[config.mk]
export PLATFORM = sky130hd
export DESIGN_NAME = clock_mode_ctrl
export DESIGN_NICKNAME = d
export VERILOG_FILES = /design/src/rtl/clock_mode_ctrl.sv
export SDC_FILE = /design/constraint.sdc
export NUM_CORES = 1
export LEC_CHECK = 0
export CAP_MARGIN = 20
export CORE_MARGIN = 2
export CORE_UTILIZATION = 50
export CTS_CLUSTER_SIZE = 10
export DETAILED_ROUTE_END_ITERATION = 10
export HOLD_SLACK_MARGIN = 0.02
export PLACE_DENSITY = 0.84
export SYNTH_ARGS = -nofsm -noshare
export SYNTH_HDL_FRONTEND = slang
export SYNTH_SLANG_ARGS = --single-unit
[constraint.sdc]
create_clock -name clock -period 2.25 [get_ports clock]
set_input_delay 0.225 -clock clock [delete_from_list [all_inputs] [get_ports clock]]
set_output_delay 0.225 -clock clock [all_outputs]
set_load 0.03 [all_outputs]
[src/rtl/clock_mode_ctrl.sv]
// rtl/clock_mode_ctrl.sv - front-panel mode/set/increment/chime controller for the BCD time counter
// Optional INC auto-repeat is built when AUTO_REPEAT_EN is defined.
module clock_mode_ctrl #(
    parameter int TIMEOUT_TICKS = 10,
    parameter int CHIME_TICKS   = 3,
    parameter int REPEAT_DELAY  = 2
) (
    input  logic        clock,
    input  logic        reset,
    input  logic        tick_1hz,
    input  logic        btn_mode,
    input  logic        btn_inc,
    input  logic [15:0] data_in,
    output logic        start,
    output logic        set_ore,
    output logic        set_minute,
    output logic        increment,
    output logic        chime,
    output logic [1:0]  mode_state
);

    typedef enum logic [1:0] {
        RUN     = 2'b00,
        SET_ORE = 2'b01,
        SET_MIN = 2'b10
    } state_t;

    localparam logic [7:0] TO_LAST    = 8'(TIMEOUT_TICKS - 1);
    localparam logic [3:0] CHIME_LOAD = 4'(CHIME_TICKS);

    generate
        if (TIMEOUT_TICKS < 1 || TIMEOUT_TICKS > 255 || CHIME_TICKS < 1 || CHIME_TICKS > 15 ||
            REPEAT_DELAY < 1 || REPEAT_DELAY > 255) begin : g_param_check
            $error("clock_mode_ctrl: parameter out of range");
        end
    endgenerate

    state_t      state;
    logic [1:0]  mode_sync;
    logic [1:0]  inc_sync;
    logic        mode_prev;
    logic        inc_prev;
    logic        mode_pulse;
    logic        inc_pulse;
    logic        rep_pulse;
    logic        inc_evt;
    logic        timeout_hit;
    logic [7:0]  to_cnt;
    logic [15:0] prev;
    logic [3:0]  chime_cnt;

    // Two-flop synchronizer, then a registered rising-edge pulse (press visible 3 clocks later).
    always_ff @(posedge clock or negedge reset) begin
        if (!reset) begin
            mode_sync  <= '0;
            inc_sync   <= '0;
            mode_prev  <= 1'b0;
            inc_prev   <= 1'b0;
            mode_pulse <= 1'b0;
            inc_pulse  <= 1'b0;
        end else begin
            mode_sync  <= {mode_sync[0], btn_mode};
            inc_sync   <= {inc_sync[0], btn_inc};
            mode_prev  <= mode_sync[1];
            inc_prev   <= inc_sync[1];
            mode_pulse <= mode_sync[1] & ~mode_prev;
            inc_pulse  <= inc_sync[1] & ~inc_prev;
        end
    end

`ifdef AUTO_REPEAT_EN
    localparam logic [7:0] REP_DELAY = 8'(REPEAT_DELAY);

    logic [7:0] hold_cnt;
    logic       rep_abort;

    // rep_abort latches a MODE press during a hold so the repeat stays off until INC is released.
    always_ff @(posedge clock or negedge reset) begin
        if (!reset) begin
            hold_cnt  <= '0;
            rep_abort <= 1'b0;
            rep_pulse <= 1'b0;
        end else begin
            rep_pulse <= 1'b0;
            if (!inc_sync[1] || state == RUN) begin
                hold_cnt  <= '0;
                rep_abort <= 1'b0;
            end else if (mode_pulse) begin
                hold_cnt  <= '0;
                rep_abort <= 1'b1;
            end else if (tick_1hz && !rep_abort) begin
                if (hold_cnt >= REP_DELAY)
                    rep_pulse <= 1'b1;
                else
                    hold_cnt <= hold_cnt + 8'd1;
            end
        end
    end
`else
    assign rep_pulse = 1'b0;
`endif

    assign inc_evt     = inc_pulse | rep_pulse;
    assign timeout_hit = (state != RUN) && tick_1hz && (to_cnt == TO_LAST);
    assign mode_state  = state;
    assign chime       = (chime_cnt != 4'd0);

    // Timeout beats MODE, MODE beats INC.
    always_ff @(posedge clock or negedge reset) begin
        if (!reset) begin
            state      <= RUN;
            to_cnt     <= '0;
            start      <= 1'b0;
            set_ore    <= 1'b0;
            set_minute <= 1'b0;
            increment  <= 1'b0;
        end else begin
            start      <= tick_1hz && (state == RUN);
            set_ore    <= (state == SET_ORE);
            set_minute <= (state == SET_MIN);
            increment  <= inc_evt && !mode_pulse && !timeout_hit && (state != RUN);
            if (state == RUN) begin
                to_cnt <= '0;
                if (mode_pulse)
                    state <= SET_ORE;
            end else if (timeout_hit) begin
                state  <= RUN;
                to_cnt <= '0;
            end else if (mode_pulse) begin
                state  <= (state == SET_ORE) ? SET_MIN : RUN;
                to_cnt <= '0;
            end else if (inc_evt) begin
                to_cnt <= '0;
            end else if (tick_1hz) begin
                to_cnt <= to_cnt + 8'd1;
            end
        end
    end

    // Only a real rollover while running chimes; wraps during minute setting are ignored.
    always_ff @(posedge clock or negedge reset) begin
        if (!reset) begin
            prev      <= '0;
            chime_cnt <= '0;
        end else begin
            prev <= data_in;
            if (state != RUN)
                chime_cnt <= '0;
            else if (data_in == 16'h0000 && prev != 16'h0000)
                chime_cnt <= CHIME_LOAD;
            else if (tick_1hz && chime_cnt != 4'd0)
                chime_cnt <= chime_cnt - 4'd1;
        end
    end

endmodule

==> results.md, run 1 <==
- Crit Path Class: register to output port
- Avg Synthesized Cell Area: approximately 13 um^2
- # DRC: 0
- Vias: 1011
- Die H: just under 60 um
- Setup crit start: chime_cnt[0]
- Fin crit share: 0.929
- CP Max Fanout: 3
- Antenna violations before repair: 0
- Xor and xnor area share after synthesis: 0.0510
- HPWL after DPL: roughly 1900 um
- Register bit total from synthesis: 42
- Final GP Congestion: 0.718
- Main combinational cell family by area after synthesis: simple AND/OR/NAND/NOR gates
- DR vias/cell: about 5.5
- Compound-gate portion of the synthesized area: 0.0316
- Most common cell after layout, fill and taps aside: dfrtp_1
- Arrival time at the worst endpoint: ~1.9 ns
- Cells on worst reg2reg path: 6
- Required time of the critical path: around 2.0 ns
- Crit. End Element: output port
- Hold wc startpoint: btn_mode
- Skew final: 0.0171 ns
- HP Class: input pin to register
- Adder-cell share of the synthesized area: 0.0324
- Most frequent cells in the layout: dfrtp_1, clkdlybuf4s50_1, nor2_1, nor4_1, xor2_1
- Synth warn: 0
- Status: completed
- Rel. slew slack: 0.432
- Ant diodes: 0
- Post-synthesis mux area share: 0.0129
- Leak: ~0.87 nW
- Unrepaired setup endpoints after global routing: no
- Hold Violations, Final: 0
- Area grow syn2layout: 27.1%
- Setup TNS: 0 ns
- Die width: approximately 60 um
- Syn Inst Count: about 120
- Core Area: between 3000 and 4000 um^2
- CTS tree: done
- Std-Cell Rows: 20
- Tightest Pin Transition: ~0.85 ns
- Vias in the first global route: 1053
- Clk buf depth: 2
- Final setup violation count: 0
- Synth Net Count: 140
- F_max: 478 MHz
- Total CTS buffers: 5
- Seq/Total Area, Yosys: 0.680
- Simple-gate portion of the synthesized area: 0.173
- Total GRT Usage: 0.175
- Number of fill cells in the layout: roughly 220
- Multi-input logic area: 465 um^2
- Share of cells above drive strength 1: 0.0933
- Max Cap Viol: 0
- Initial Util: 0.515
- Detailed Routing Iterations Pass 1: 4
- Post-Syn Area: 1550 um^2
- Iter 0 DRT Violations: 19
- TritonCTS Sinks: 42
- Setup Buffers After CTS: 0
- Wirelength, routed: between 2000 and 3000 um
- Final worst path period need: ~2.1 ns
- Final core occ: 0.655
- CP startpoint kind: register
- DR WL/cell: roughly 14 um
- CTS root buffer: clkbuf_4
- Wire length of the first global-routing pass: between 4000 and 5000 um
- R2r setup slk: 0.57 ns
- Grt ovf: 0
- Hold Path Depth: 1
- Storage cell area: approximately 1100 um^2
- Latest clock arrival within the worst-skew pair: between 0.3 and 0.4 ns
- H-Tree Level Count: 2
- I/O pin count: 28
- Slew Viols, Final: 0
- Pwr per Cell Area: roughly 1100 nW/um^2
- VDD IR max: about 0.5 mV
- R2r startpoint: chime_cnt[0]
- Port Buf Inserts: 27
- Yosys cell types: 28
- Largest net degree at the start of global routing: between 40 and 50
- Die area: 3550 um^2
- Nets: approximately 170
- DRT antenna net count: 0
- Worst-path clk slew: 0.11 ns
[final cells by class]
type,count,share of cell area
flip-flops and latches,42,0.535
multi-input cells,67,0.237
repair buffers,29,0.143
clock inverters,2,0.0306
clock buffers,6,0.0261
well taps,33,0.0210
inverters,4,0.00764
[worst paths after layout]
path	end
max	chime
min	mode_sync[0]
min in group asynchronous	to_cnt[6]
min reg2reg	mode_sync[1]
max reg2reg	chime_cnt[1]
max in group asynchronous	prev[8]
[synth_stat cells]
cell      count  area [um^2]
dfrtp_1      42         1050
nor2_1       12         45.0
nor4_1       10         62.6
xor2_1        7         61.3
nand2_1       5         18.8
ha_1          4         50.1
inv_1         4         15.0
nand4_1       4         25.0
nor2b_1       4         25.0
and3_1        2         12.5
mux2i_1       2         20.0
o21a_1        2         15.0
xnor2_1       2         17.5
a211oi_2      1         12.5
a21oi_1       1         5.00
a41oi_1       1         8.76
and2_1        1         6.26
and4b_4       1         13.8
buf_6         1         11.3
clkbuf_1      1         3.75
nand3_1       1         5.00
nor3_1        1         5.00
nor4b_1       1         8.76
nor4bb_1      1         10.0
o31ai_1       1         7.51
or3b_2        1         8.76
or4_4         1         11.3
or4b_1        1         10.0
[critical path, stage by stage, from the launching register on]
cell and delay [ns]:
dfrtp_1 0.41, inv_1 0.09, ha_1 0.16, or3b_2 0.48
dlygate4sd2_1 0.38
[what timing repair did]
| item | 4_1_cts | 5_1_grt |
|---|---|---|
| endpoints found under the hold margin | 42 | 0 |
| gates resized for setup | 1 | 0 |
| hold buffers | 1 | 0 |
| endpoints found under the setup margin | 1 | 0 |
[power by group]
part | switching, W | internal (W) | total (W)
Sequential | 0.0000644 | 0.000850 | 0.000914
Combinational | 0.000331 | 0.000258 | 0.000588
Clock | 0.000228 | 0.000376 | 0.000604
[stage by stage]
stage	hold slack (ns)	cells	cell area, um^2	worst slack [ns]	power [W]
after floorplan	-0.0706	115	1550	0.570	0.00131
after detailed placement	0.335	174	1850	0.280	0.00154
after global routing	0.300	183	1970	0.0474	0.00222
after global placement	0.333	174	1850	0.324	0.00151
after CTS	0.300	183	1970	0.139	0.00213
final	0.304	183	1970	0.159	0.00211
[registers in the layout, summed over array words and instances (netlist names)]
name and flops:
set_minute 1, start 1, set_ore 1, increment 1, to_cnt 8, mode_prev 1, inc_evt 1, mode_sync 2
mode_state 2, prev 16, inc_sync 2, inc_prev 1, chime_cnt 4, mode_pulse 1
[routing by layer]
| layer | GRT usage | up-vias | wire length (um) |
|---|---|---|---|
| met5 | 0 | - | 0 |
| met4 | 0.0921 | 0 | 48 |
| met3 | 0.0502 | 7 | 165 |
| met2 | 0.301 | 36 | 1320 |
| met1 | 0.195 | 496 | 1000 |
| li1 | - | 472 | - |
[kinds of logic (layout without fill, tap and decap cells)]
family | after synthesis | count (layout)
AOI/OAI and AO/OA | 6 | 6
xor gates and xnor gates | 9 | 9
adders and majority gates | 4 | 4
buffers and inverters | 6 | 41
DFF | 42 | 42
muxes | 2 | 2
and+or+nand+nor | 46 | 46
No activity file was read; power rests on OpenSTA's default activity.
==> run 2, diff against run 1 <==
--- a/config.mk
+++ b/config.mk
@@ -8,7 +8,7 @@
 export CAP_MARGIN = 20
 export CORE_MARGIN = 2
 export CORE_UTILIZATION = 50
-export CTS_CLUSTER_SIZE = 10
+export CTS_CLUSTER_SIZE = 40
 export DETAILED_ROUTE_END_ITERATION = 10
 export HOLD_SLACK_MARGIN = 0.02
 export PLACE_DENSITY = 0.84
==> results of run 2 <==
No change in the layout: final DEF, timing and power equal those of run 1.
